**config.mk**
```make
export PLATFORM = sky130hd
export DESIGN_NAME = hpdcache_core_credit_arbiter
export DESIGN_NICKNAME = d
export VERILOG_FILES = /design/src/rtl/hpdcache_core_credit_arbiter_pkg.sv /design/src/rtl/hpdcache_core_credit_arbiter_rrarb.sv /design/src/rtl/hpdcache_core_credit_arbiter.sv
export SDC_FILE = /design/constraint.sdc
export NUM_CORES = 1
export LEC_CHECK = 0
export CAP_MARGIN = 20
export CORE_ASPECT_RATIO = 1.1
export CORE_MARGIN = 2
export CORE_UTILIZATION = 46
export CTS_CLUSTER_SIZE = 16
export DETAILED_ROUTE_END_ITERATION = 6
export PLACE_DENSITY = 0.81
export RECOVER_POWER = 50
export REMOVE_ABC_BUFFERS = 1
export SKIP_CTS_REPAIR_TIMING = 1
export SLEW_MARGIN = 20
export SYNTH_ARGS = -nofsm -noshare
export SYNTH_HDL_FRONTEND = slang
export SYNTH_SLANG_ARGS = --single-unit
```
**constraint.sdc**
```tcl
create_clock -name clk_i -period 4.2 [get_ports clk_i]
set_clock_uncertainty 0.2 [all_clocks]
set_input_delay 1.05 -clock clk_i [delete_from_list [all_inputs] [get_ports clk_i]]
set_output_delay 1.05 -clock clk_i [all_outputs]
set_load 0.02 [all_outputs]
```
**src/rtl/hpdcache_core_credit_arbiter_pkg.sv**
```systemverilog
// Shared types and helpers for the HPDcache core-side credit arbiter.
package hpdcache_core_credit_arbiter_pkg;

  // Default source-ID width used by the HPDcache request/response path.
  localparam int unsigned HPDCACHE_REQ_SID_W = 3;
  typedef logic [HPDCACHE_REQ_SID_W-1:0] hpdcache_req_sid_t;

  // Arbiter grant state: open for arbitration, or holding a stalled grant.
  typedef enum logic {
    ARB_OPEN = 1'b0,
    ARB_HELD = 1'b1
  } arb_state_e;

  // Index of the first set bit of req at or above ptr, wrapping modulo n.
  // Returns -1 when no bit below n is set. Expects ptr < n <= 32.
  function automatic int hpdcache_rr_first(input logic [31:0] req,
                                           input int unsigned ptr,
                                           input int unsigned n);
    int          win;
    int unsigned idx;
    win = -1;
    for (int unsigned k = 0; k < 32; k++) begin
      idx = ptr + k;
      if (idx >= n) begin
        idx = idx - n;
      end else begin
        idx = idx;
      end
      if ((k < n) && (win < 0) && req[idx[4:0]]) begin
        win = int'(idx);
      end else begin
        win = win;
      end
    end
    return win;
  endfunction

endpackage

```
**src/rtl/hpdcache_core_credit_arbiter_rrarb.sv**
```systemverilog
// Round-robin arbiter that holds its grant while the downstream stalls.
module hpdcache_core_credit_arbiter_rrarb
  import hpdcache_core_credit_arbiter_pkg::*;
#(
  parameter  int unsigned N     = 4,
  localparam int unsigned PTR_W = (N > 1) ? $clog2(N) : 1
) (
  input  logic         clk_i,
  input  logic         rst_ni,
  input  logic [N-1:0] valid_i,
  input  logic [N-1:0] elig_i,
  input  logic         ready_i,
  output logic [N-1:0] gnt_o,
  output logic         accept_o
);

  localparam logic [PTR_W-1:0] LAST_IDX = PTR_W'(N - 1);

  arb_state_e       state_q, state_d;
  logic [N-1:0]     gnt_held_q, gnt_held_d;
  logic [PTR_W-1:0] rr_ptr_q, rr_ptr_d;
  logic [N-1:0]     gnt_arb;
  logic [PTR_W-1:0] gnt_idx;
  logic             hold;
  int               win;

  // Fresh round-robin pick, overridden by the held grant while its owner stays valid.
  always_comb begin
    win     = hpdcache_rr_first(32'(elig_i), 32'(rr_ptr_q), N);
    gnt_arb = {N{1'b0}};
    for (int i = 0; i < int'(N); i++) begin
      gnt_arb[i] = (win == i);
    end
    hold = (state_q == ARB_HELD) && (|(gnt_held_q & valid_i));
    if (hold) begin
      gnt_o = gnt_held_q;
    end else begin
      gnt_o = gnt_arb;
    end
  end

  assign accept_o = (|gnt_o) & ready_i;

  // Next pointer just past the accepted requester; hold the grant on a stall.
  always_comb begin
    gnt_idx = {PTR_W{1'b0}};
    for (int i = 0; i < int'(N); i++) begin
      if (gnt_o[i]) begin
        gnt_idx = PTR_W'(i);
      end else begin
        gnt_idx = gnt_idx;
      end
    end
    rr_ptr_d = rr_ptr_q;
    if (accept_o) begin
      if (gnt_idx == LAST_IDX) begin
        rr_ptr_d = {PTR_W{1'b0}};
      end else begin
        rr_ptr_d = gnt_idx + PTR_W'(1);
      end
    end else begin
      rr_ptr_d = rr_ptr_q;
    end
    case ({|gnt_o, ready_i})
      2'b10: begin
        state_d    = ARB_HELD;
        gnt_held_d = gnt_o;
      end
      default: begin
        state_d    = ARB_OPEN;
        gnt_held_d = {N{1'b0}};
      end
    endcase
  end

  // Arbitration state registers.
  always_ff @(posedge clk_i or negedge rst_ni) begin
    if (!rst_ni) begin
      state_q    <= ARB_OPEN;
      gnt_held_q <= {N{1'b0}};
      rr_ptr_q   <= {PTR_W{1'b0}};
    end else begin
      state_q    <= state_d;
      gnt_held_q <= gnt_held_d;
      rr_ptr_q   <= rr_ptr_d;
    end
  end

endmodule

```
**src/rtl/hpdcache_core_credit_arbiter.sv**
```systemverilog
// Core-request arbiter for the HPDcache with per-requester outstanding credits.
module hpdcache_core_credit_arbiter
  import hpdcache_core_credit_arbiter_pkg::*;
#(
  parameter  int unsigned N_REQ           = 4,
  parameter  int unsigned MAX_OUTSTANDING = 4,
  parameter  int unsigned SID_WIDTH       = 3,
  localparam int unsigned CNT_W           = $clog2(MAX_OUTSTANDING + 1)
) (
  input  logic                     clk_i,
  input  logic                     rst_ni,
  input  logic [N_REQ-1:0]         req_valid_i,
  input  logic [N_REQ-1:0]         req_need_rsp_i,
  output logic [N_REQ-1:0]         req_ready_o,
  input  logic [N_REQ-1:0]         req_abort_i,
  output logic                     arb_req_valid_o,
  input  logic                     arb_req_ready_i,
  output logic [N_REQ-1:0]         arb_gnt_o,
  output logic [N_REQ-1:0]         arb_gnt_q_o,
  input  logic                     rsp_valid_i,
  input  logic [SID_WIDTH-1:0]     rsp_sid_i,
  output logic [N_REQ*CNT_W-1:0]   outstanding_o,
  output logic                     err_underflow_o
);

  localparam logic [CNT_W-1:0] MAX_CNT = CNT_W'(MAX_OUTSTANDING);

  logic [N_REQ-1:0] elig;
  logic [N_REQ-1:0] gnt;
  logic             accept;
  logic [N_REQ-1:0] gnt_q_q;
  logic             need_q;
  logic [N_REQ-1:0] underflow;
  logic             err_q;

  hpdcache_core_credit_arbiter_rrarb #(
    .N (N_REQ)
  ) u_rrarb (
    .clk_i    (clk_i),
    .rst_ni   (rst_ni),
    .valid_i  (req_valid_i),
    .elig_i   (elig),
    .ready_i  (arb_req_ready_i),
    .gnt_o    (gnt),
    .accept_o (accept)
  );

  assign arb_gnt_o       = gnt;
  assign arb_req_valid_o = |gnt;
  assign req_ready_o     = gnt & {N_REQ{arb_req_ready_i}};
  assign arb_gnt_q_o     = gnt_q_q;
  assign err_underflow_o = err_q;

  // Second-cycle select and whether that accepted request holds a credit.
  always_ff @(posedge clk_i or negedge rst_ni) begin
    if (!rst_ni) begin
      gnt_q_q <= {N_REQ{1'b0}};
      need_q  <= 1'b0;
    end else begin
      gnt_q_q <= gnt & {N_REQ{accept}};
      need_q  <= accept & (|(gnt & req_need_rsp_i));
    end
  end

  for (genvar i = 0; i < int'(N_REQ); i++) begin : g_cnt
    logic             inc, dec_ab, dec_rsp, uf;
    logic [CNT_W:0]   up;
    logic [1:0]       down;
    logic [CNT_W-1:0] cnt_q, cnt_d;

    assign elig[i]      = req_valid_i[i] & (cnt_q < MAX_CNT);
    assign underflow[i] = uf;
    assign outstanding_o[i*CNT_W +: CNT_W] = cnt_q;

    // Net credit change; an abort or response on an empty counter saturates at zero.
    always_comb begin
      inc     = accept & gnt[i] & req_need_rsp_i[i];
      dec_ab  = gnt_q_q[i] & need_q & req_abort_i[i];
      dec_rsp = rsp_valid_i & (rsp_sid_i == SID_WIDTH'(i));
      up      = {1'b0, cnt_q} + {{CNT_W{1'b0}}, inc};
      down    = {1'b0, dec_ab} + {1'b0, dec_rsp};
      if (up < (CNT_W + 1)'(down)) begin
        cnt_d = {CNT_W{1'b0}};
        uf    = 1'b1;
      end else begin
        cnt_d = CNT_W'(up - (CNT_W + 1)'(down));
        uf    = 1'b0;
      end
    end

    // Outstanding-request counter for this requester.
    always_ff @(posedge clk_i or negedge rst_ni) begin
      if (!rst_ni) begin
        cnt_q <= {CNT_W{1'b0}};
      end else begin
        cnt_q <= cnt_d;
      end
    end
  end

  // Sticky underflow flag, cleared only by reset.
  always_ff @(posedge clk_i or negedge rst_ni) begin
    if (!rst_ni) begin
      err_q <= 1'b0;
    end else begin
      err_q <= err_q | (|underflow);
    end
  end

endmodule
```
==> results.md, run 1 <==
* Post-route ant nets at 0
* R2R setup slack at 0.18 ns
* First-pass GRT wire length at roughly 8.3 mm
* Largest net degree at the start of global routing at 26
* DRC violations left at 0
* Vias in the first global route at 1852
* I/O Pins at 45
* Largest delay contributor family on the critical path: compound AO/OA/AOI/OAI gates
* Peak VDD IR at 615.6 uV
* Synth warnings at 0
* HPWL Detailed at around 4 mm
* Antenna Cells at 0
* Fin cells at around 370
* Slew HR at 0.09965
* Synthesis-to-layout area growth at 55.67%
* Placed Area at 0.002755 mm2
* Register bit total from synthesis at 25
* Buffers on Ports at 44
* PnR worst setup slack at -0.1816 ns
* Slowest cell on crit path: mux4_2
* Worst hold-check path type: flip-flop to flip-flop
* Worst-path clk slew at 0.08 ns
* Final Cycle Share at 1.043
* Dpl cells at 352
* WP buf/inv at 4
* Ys async rst share at 1.000
* P_sw at 1.272 mW
* DR iter-0 viols at ~100
* RD Place Congestion at 0.8906
* Pins Over Slew Limit at 0
* Slowest stage delay, CP at ~0.54 ns
* Mapped Area at 0.001987 mm2
* Hold EP: err_underflow_o
* Least-Margin Pin Slew at 1.351 ns
* Critical Path RT at ~3.0 ns
* Leading area contributor after synthesis: dfrtp_1
* Vert. Die Dim at 72.93 um
* Drt pass-1 iters at 4
* R2R Path End: g_cnt[0].cnt_q[2]
* Clock power share at 0.050
* Leak Pwr at 1.435 nW
* EDFF count, synth at 0
* Antenna violations before repair at 0
* Area of the multi-input gates at 0.001474 mm2
* Nets at 360
* Worst hold stages at 2
* Failing checks: negative setup slack
* Cell with the most instances after synthesis: nor2_1
* Status: complete, but fails checks
* Seq/Total Area, Yosys at 0.3149
* Die area at ~0.005 mm2
* Post-synth top area share at 0.3149
* Finished Cell Area at 0.003093 mm2
* GR Overflow Total at 0
* Fillers at 282
* # H-tree levels at 1
* WL final at 5.698 mm
* Initial Util at 0.4705
* Row count at 25
* Reg area at roughly 630 um2
* Avg Vias per Cell at 5.337
* Synth area leaders: dfrtp_1, ha_1, nor2_1
* Sink Count at 25
* Share of layout cells above drive strength 1 at 0.3912
* Logic pwr share at 0.799
* Root Buffer: clkbuf_8
* Syn avg cell area at 8.991 um2
* Later-pin clock latency in the skew report at 0.26 ns
* Crit Reg-Reg Startpoint: u_rrarb.rr_ptr_q[1]
* Kind of end point of the critical path: output port
* Crit Path Category: primary input to output port
* Cells after Synth at around 220
* GRT Total Usage at 0.2197
* Final Setup Violations at 10
* CP max FO at 3
* RSZ-0062 raised after global routing: yes
* Worst-path cell chain: buf_8 -> nor2b_4 -> mux4_2 -> o21ai_2 -> a41o_1 -> nand3_2 -> a32oi_2 -> buf_4 -> and4b_4 -> inv_2 -> buf_6
* P per Cell Area at slightly above 900 mW/mm2
* Max_cap viols at 0
* Arrival time worst endpoint at 3.13 ns
* Top cells by count, synth: nor2_1, dfrtp_1, ha_1, nand2_1, inv_1
* Primary FF master, synth: dfrtp_1
* Share of power burned in registers at 0.151
* Post-route minimum period at 4.382 ns
* TritonCTS clock tree: yes
* Min-delay src: err_underflow_o
* Vias at 1980
* Endpoints failing hold at 0
* Internal power at 1.574 mW
* Library cells used by synthesis at 49
* Worst R2R Path Depth at 18
* Fmax at 228.2 MHz
* Avg WL per Cell at 15.36 um
* Number of CTS-inserted buffers at 3
* Die W at ~67 um
* CORE AREA at 0.004223 mm2
* Sw Ratio at 0.4469
* Setup_tns at -0.6530 ns
* Startpoint types: primary input
* Clock Tree Buf Depth at 2
==> worst max path at each step <==
stage | startpoint | endpoint | slack, ns | cells past startpoint
final | req_valid_i[3] | arb_req_valid_o | -0.18 | 11
after global routing | req_valid_i[3] | arb_req_valid_o | -0.27 | 11
after CTS | req_valid_i[1] | req_ready_o[0] | -0.84 | 10
after detailed placement | req_valid_i[3] | g_cnt[0].cnt_q[2] | -0.85 | 16
after global placement | req_valid_i[1] | req_ready_o[0] | -0.76 | 10
after floorplan | u_rrarb.rr_ptr_q[0] | g_cnt[0].cnt_q[2] | -0.18 | 17
==> metrics by stage <==
| stage | util | total power, mW | hold slack, ns | setup slack (ns) |
|---|---|---|---|---|
| after detailed placement | 0.6524 | 2.263 | 0.2682 | -0.8473 |
| after global routing | 0.7324 | 3.042 | 0.3219 | -0.2663 |
| final | 0.7324 | 2.845 | 0.3009 | -0.1816 |
| after floorplan | - | 1.445 | 0.3590 | -0.1829 |
| after CTS | 0.6631 | 2.420 | 0.2920 | -0.8395 |
| after global placement | 0.6524 | 2.229 | 0.2657 | -0.7580 |
==> registers in the layout, summed over array words and instances (netlist names) <==
signal and cells:
arb_gnt_q_o 4, err_underflow_o 1, g_cnt.cnt_q 12, need_q 1, u_rrarb.gnt_held_q 4, u_rrarb.rr_ptr_q 2, u_rrarb.state_q 1
==> worst register-to-register path: stages (launching register included) <==
cell and delay [ns]:
dfrtp_1 0.36, inv_1 0.06, ha_1 0.33, nand2b_1 0.13, o22a_1 0.19, mux2i_1 0.21, o211ai_1 0.12, buf_4 0.16
a221oi_2 0.30, a21boi_2 0.31, nor2_4 0.07, inv_2 0.07, and3_1 0.18, ha_1 0.21, ha_4 0.22, fa_2 0.43
nor2b_1 0.15, o21ai_0 0.13, o21ai_1 0.09
==> power groups by stage <==
stage                     Combinational [mW]  Clock (mW)  Sequential, mW
after CTS                               1.86       0.143           0.417
final                                   2.27       0.141           0.430
after global placement                  1.81           0           0.421
after floorplan                        0.951           0           0.494
after detailed placement                1.84           0           0.420
after global routing                    2.45       0.154           0.441
==> cells by family (layout without fill, tap and decap cells) <==
kind of cell / Yosys count / count (layout) / share of synthesized area
and+or+nand+nor: 98 / 98 / 0.2607
AOI/OAI and AO/OA: 47 / 47 / 0.1839
DFF: 25 / 25 / 0.3149
adders and majority gates: 23 / 23 / 0.1600
buffers and inverters: 23 / 119 / 0.04912
muxes: 5 / 5 / 0.03149
==> metal layers <==
metal | track usage | vias up | routed length (um)
met2 | 0.3833 | 59 | 3061
li1 | - | 973 | -
met4 | 0.04762 | 0 | 56
met1 | 0.2890 | 940 | 2327
met5 | 0 | - | 0
met3 | 0.03086 | 8 | 253
==> layout make-up <==
| type | instances | area share |
|---|---|---|
| flip-flops and latches | 25 | 0.2023 |
| inverters | 20 | 0.02427 |
| well taps | 54 | 0.02184 |
| repair buffers | 95 | 0.2605 |
| multi-input cells | 173 | 0.4765 |
| clock buffers | 4 | 0.01456 |
==> cell usage in the layout (no fill, tap or decap), types with 7 or more instances in the layout <==
| cell | n |
|---|---|
| ha_1 | 16 |
| inv_1 | 14 |
| nand3_1 | 8 |
| o21ai_0 | 10 |
| nor2b_1 | 9 |
| buf_4 | 53 |
| dfrtp_1 | 25 |
| and3_1 | 7 |
| nand2_1 | 18 |
| clkdlybuf4s50_1 | 25 |
| nor2_1 | 21 |
Note: power is estimated with default switching activity, not from simulation.
==> run 2: changes to the inputs <==
--- a/config.mk
+++ b/config.mk
@@ -7,7 +7,7 @@
 export LEC_CHECK = 0
 export CAP_MARGIN = 20
 export CORE_ASPECT_RATIO = 1.1
-export CORE_MARGIN = 2
+export CORE_MARGIN = 10
 export CORE_UTILIZATION = 46
 export CTS_CLUSTER_SIZE = 16
 export DETAILED_ROUTE_END_ITERATION = 6
==> run 2 against run 1 <==
Compared with the run above:
- the flow still finishes with violations (negative setup slack)
- clock-buffer cell count stayed put
- utilization increased by 5.0 points
- sequential power is 4.7% higher
- non-clock buffer count rose by 2
==> results.md, run 2 (synthesized netlist as in run 1, its figures left out) <==
* Status: complete, but fails checks
* Failing checks: negative setup slack
* Fmax at 227.6 MHz
* Avg WL per Cell at 20.20 um
* Finished Cell Area at 0.003304 mm2
* GRT Total Usage at 0.1643
* Commonest non-fill, non-tap cell in the layout: buf_4
* Antenna violations before repair at 0
* Most flops, register: g_cnt.cnt_q
* Later-pin clock latency in the skew report at 0.27 ns
* Final Setup Violations at 11
* DRC violations left at 0
* TritonCTS clock tree: yes
* Startpoint types: primary input
* Buffers on Ports at 44
* GR Overflow Total at 0
* Root Buffer: clkbuf_8
* Worst hold-check path type: flip-flop to flip-flop
* Antenna Cells at 0
* I/O Pins at 45
* PnR worst setup slack at -0.1935 ns
* Die W at 82.67 um
* WL final at around 7.5 mm
* HPWL Detailed at 4.564 mm
* Peak VDD IR at 764.4 uV
* Post-route minimum period at 4.393 ns
* Hold Slack at 0.3566 ns
* Endpoints failing hold at 0
* Max_cap viols at 0
* Vias in the first global route at ~2000
* Crit Path Category: primary input to output port
* Max FFs per register at 12
* Initial Util at 0.4705
* Fillers at 243
* Post-route ant nets at 0
* Clock Tree Buf Depth at 2
* CORE AREA at 0.004223 mm2
* Nets at 362
* Vias at about 2200
* Row count at 25
* Sink Count at 25
* Overall power at 3.223 mW
* RD Place Congestion at 0.8717
* Vert. Die Dim at 88.93 um
* Setup_tns at -0.8841 ns
* Avg Vias per Cell at 5.863
* Worst-path clk slew at 0.09 ns
* Die area at 0.007351 mm2
* Slew HR at 0.05681
* Placed Area at 0.002735 mm2
* Largest net degree at the start of global routing at 26
* Drt pass-1 iters at 4
* Kind of end point of the critical path: output port
* Number of CTS-inserted buffers at 3
* Dpl cells at 351
* Final Cycle Share at 1.046
* Pins Over Slew Limit at 0
* # H-tree levels at 1
* DR iter-0 viols at 153
* Critical Path RT at 2.95 ns
* RSZ-0062 raised after global routing: yes
* Arrival time worst endpoint at 3.14 ns
* Synthesis-to-layout area growth at 66.31%
* First-pass GRT wire length at 9.556 mm
* Least-Margin Pin Slew at 1.415 ns
* Share of layout cells above drive strength 1 at 0.4483
* Most frequent cells in the layout: buf_4, dfrtp_1, clkdlybuf4s50_1
* P per Cell Area at 975.3 mW/mm2
* Leak Pwr at 1.452 nW
* CP max FO at 3
* Fin cells at 373
[run 2: power breakdown]
part | switching (mW) | leakage [nW] | internal [mW] | total [mW]
registers | 0.111 | 0.316 | 0.339 | 0.450
clock network | 0.0808 | 0.0228 | 0.0681 | 0.149
logic | 1.30 | 1.11 | 1.33 | 2.62
[run 2: final timing paths]
| path | from | end | slack [ns] | depth (start not counted) |
|---|---|---|---|---|
| worst max-delay path | req_valid_i[3] | arb_req_valid_o | -0.19 | 11 |
| worst min-delay path | err_underflow_o | err_underflow_o | 0.36 | 2 |
| worst max register to register | u_rrarb.rr_ptr_q[0] | g_cnt[0].cnt_q[2] | 0.12 | 19 |
| worst min register to register | err_underflow_o | err_underflow_o | 0.36 | 2 |
| max in group asynchronous | rst_ni | g_cnt[2].cnt_q[1] | 1.53 | 2 |
| min in group asynchronous | rst_ni | g_cnt[3].cnt_q[0] | 1.43 | 2 |
[run 2: worst max-delay path, stage by stage]
cell and delay, ns:
buf_6 0.10, nor2b_4 0.12, mux4_2 0.51, o21ai_2 0.23
a41o_1 0.20, nand3_4 0.10, a32oi_2 0.27, buf_4 0.15
and4b_4 0.25, inv_2 0.04, buf_6 0.12
[run 2: layout make-up]
class / count / area, um2 / share of cell area
multi-input cells: 173 / 1638 / 0.4956
repair buffers: 97 / 845.8 / 0.2560
flip-flops and latches: 25 / 625.6 / 0.1893
inverters: 20 / 82.58 / 0.02499
well taps: 54 / 67.56 / 0.02045
clock buffers: 4 / 45.04 / 0.01363
[run 2: stage by stage]
step | setup slack (ns) | util
after detailed placement | -0.9013 | 0.6477
after global placement | -0.7998 | 0.6477
after floorplan | -0.1829 | -
after global routing | -0.2823 | 0.7825
after CTS | -0.8866 | 0.6584
final | -0.1935 | 0.7825
[run 2: metal layers]
layer  vias up  GRT usage  wire [um]
li1        975          -          -
met1      1093     0.1897       2912
met2        90     0.2858       3821
met3        29    0.04728        506
met4         0    0.04566        295
met5         -          0          0
==> run 3: changes to the inputs <==
--- a/config.mk
+++ b/config.mk
@@ -11,7 +11,7 @@
 export CORE_UTILIZATION = 46
 export CTS_CLUSTER_SIZE = 16
 export DETAILED_ROUTE_END_ITERATION = 6
-export PLACE_DENSITY = 0.81
+export PLACE_DENSITY = 0.77
 export RECOVER_POWER = 50
 export REMOVE_ABC_BUFFERS = 1
 export SKIP_CTS_REPAIR_TIMING = 1
==> run 3 against run 2 <==
Compared with the run above:
- critical endpoint is now arb_gnt_o[3]
- critical path type unchanged
- critical path depth unchanged
- first-iteration DRC count down 25%
- highest routed layer unchanged
- sequential cell count unchanged
- maximum frequency up 3.3%
- sequential power down 3%
- power down 5.6%
- non-clock buffer count unchanged
- sequential share of layout area up 0.37 points
- clock-buffer cell count down 1
- clock power about the same
- the run still ends with negative setup slack left
==> results.md, run 3 (synthesized netlist as in run 1, its figures left out) <==
* Root Buffer: clkbuf_8
* Slew HR at 0.03707
* Worst-path clk slew at 0.10 ns
* Avg WL per Cell at roughly 19 um
* I/O Pins at 45
* Kind of end point of the critical path: output port
* Least-Margin Pin Slew at 1.444 ns
* Vias in the first global route at 2027
* Startpoint types: primary input
* Drt pass-1 iters at 4
* Leak Pwr at approximately 1.5 nW
* Die W at around 83 um
* Status: complete, but fails checks
* RD Place Congestion at 0.9175
* Fin cells at 373
* Most frequent cells in the layout: buf_4, dfrtp_1, clkdlybuf4s50_1
* DRC violations left at 0
* Critical Path RT at 2.95 ns
* HPWL Detailed at 4.419 mm
* TritonCTS clock tree: yes
* RSZ-0062 raised after global routing: yes
* Clock Tree Buf Depth at 2
* GR Overflow Total at 0
* Setup_tns at -0.1086 ns
* CP max FO at 6
* Antenna violations before repair at 0
* Fmax at 235.1 MHz
* Peak VDD IR at around 540 uV
* Number of CTS-inserted buffers at 3
* Max_cap viols at 0
* Dpl cells at 356
* PnR worst setup slack at -0.05356 ns
* Worst hold-check path type: flip-flop to flip-flop
* Vert. Die Dim at 88.93 um
* Later-pin clock latency in the skew report at 0.28 ns
* DR iter-0 viols at 114
* Buffers on Ports at 44
* Vias at about 2100
* Final Cycle Share at 1.013
* Die area at 0.007351 mm2
* Most flops, register: g_cnt.cnt_q
* First-pass GRT wire length at 9.404 mm
* Failing checks: negative setup slack
* Pins Over Slew Limit at 0
* Nets at 362
* Synthesis-to-layout area growth at 63.10%
* Post-layout util at 0.7674
* GRT Total Usage at 0.1596
* Row count at 25
* Initial Util at 0.4705
* Sink Count at 25
* Largest net degree at the start of global routing at 26
* Max FFs per register at 12
* Endpoints failing hold at 0
* Placed Area at 0.002773 mm2
* WL final at 6.934 mm
* Share of layout cells above drive strength 1 at 0.4671
* CORE AREA at 0.004223 mm2
* Finished Cell Area at ~0.0032 mm2
* Antenna Cells at 0
* # H-tree levels at 1
* P per Cell Area at 939.0 mW/mm2
* Post-route ant nets at 0
* Avg Vias per Cell at 5.625
* Crit Path Category: primary input to output port
* Post-route minimum period at 4.254 ns
* Arrival time worst endpoint at around 3.0 ns
* Final Setup Violations at 4
* Commonest non-fill, non-tap cell in the layout: buf_4
[run 3: final timing paths]
| path | endpoint | slack [ns] | cells past startpoint | startpoint |
|---|---|---|---|---|
| max | arb_gnt_o[3] | -0.05 | 11 | req_valid_i[3] |
| min | err_underflow_o | 0.33 | 2 | err_underflow_o |
| max reg2reg | g_cnt[1].cnt_q[1] | 0.18 | 18 | u_rrarb.rr_ptr_q[0] |
| min reg2reg | err_underflow_o | 0.33 | 2 | err_underflow_o |
| max in group asynchronous | g_cnt[3].cnt_q[2] | 1.52 | 2 | rst_ni |
| min in group asynchronous | g_cnt[0].cnt_q[0] | 1.43 | 2 | rst_ni |
[run 3: through the flow]
stage	hold slack (ns)	power, mW	setup WS [ns]
after floorplan	0.3590	1.445	-0.1829
after global placement	0.2594	2.270	-0.7859
after detailed placement	0.2606	2.294	-0.8065
after CTS	0.2900	2.458	-0.8015
after global routing	0.3651	3.216	-0.1559
final	0.3264	3.043	-0.05356
[run 3: layout make-up]
cell class	instances	area, um2
Clock buffer	3	41.29
Clock inverter	1	5.005
Fill cell	260	982.2
Inverter	20	77.57
Multi-Input combinational cell	173	1589
Sequential cell	25	625.6
Tap cell	54	67.56
Timing Repair Buffer	97	834.6
[run 3: routing by layer]
metal | share of wire | track usage | vias to the layer above
met3 | 0.054 | 0.04427 | 18
met5 | 0 | 0 | -
met4 | 0.031 | 0.05632 | 0
met2 | 0.51 | 0.2676 | 69
li1 | - | - | 975
met1 | 0.40 | 0.1893 | 1036
[run 3: critical path: stages]
cell and delay, ns:
buf_8 0.10, nor2b_4 0.12, mux4_2 0.52, o21ai_2 0.19
a41oi_2 0.07, o21ai_2 0.31, a32oi_2 0.18, buf_6 0.17
buf_4 0.13, inv_2 0.05, buf_6 0.11
[run 3: power breakdown]
| part | switching (mW) | internal, mW | leakage (nW) |
|---|---|---|---|
| registers | 0.0964 | 0.339 | 0.316 |
| logic | 1.22 | 1.24 | 1.15 |
| clock network | 0.0830 | 0.0666 | 0.0255 |
| total | 1.40 | 1.65 | 1.49 |
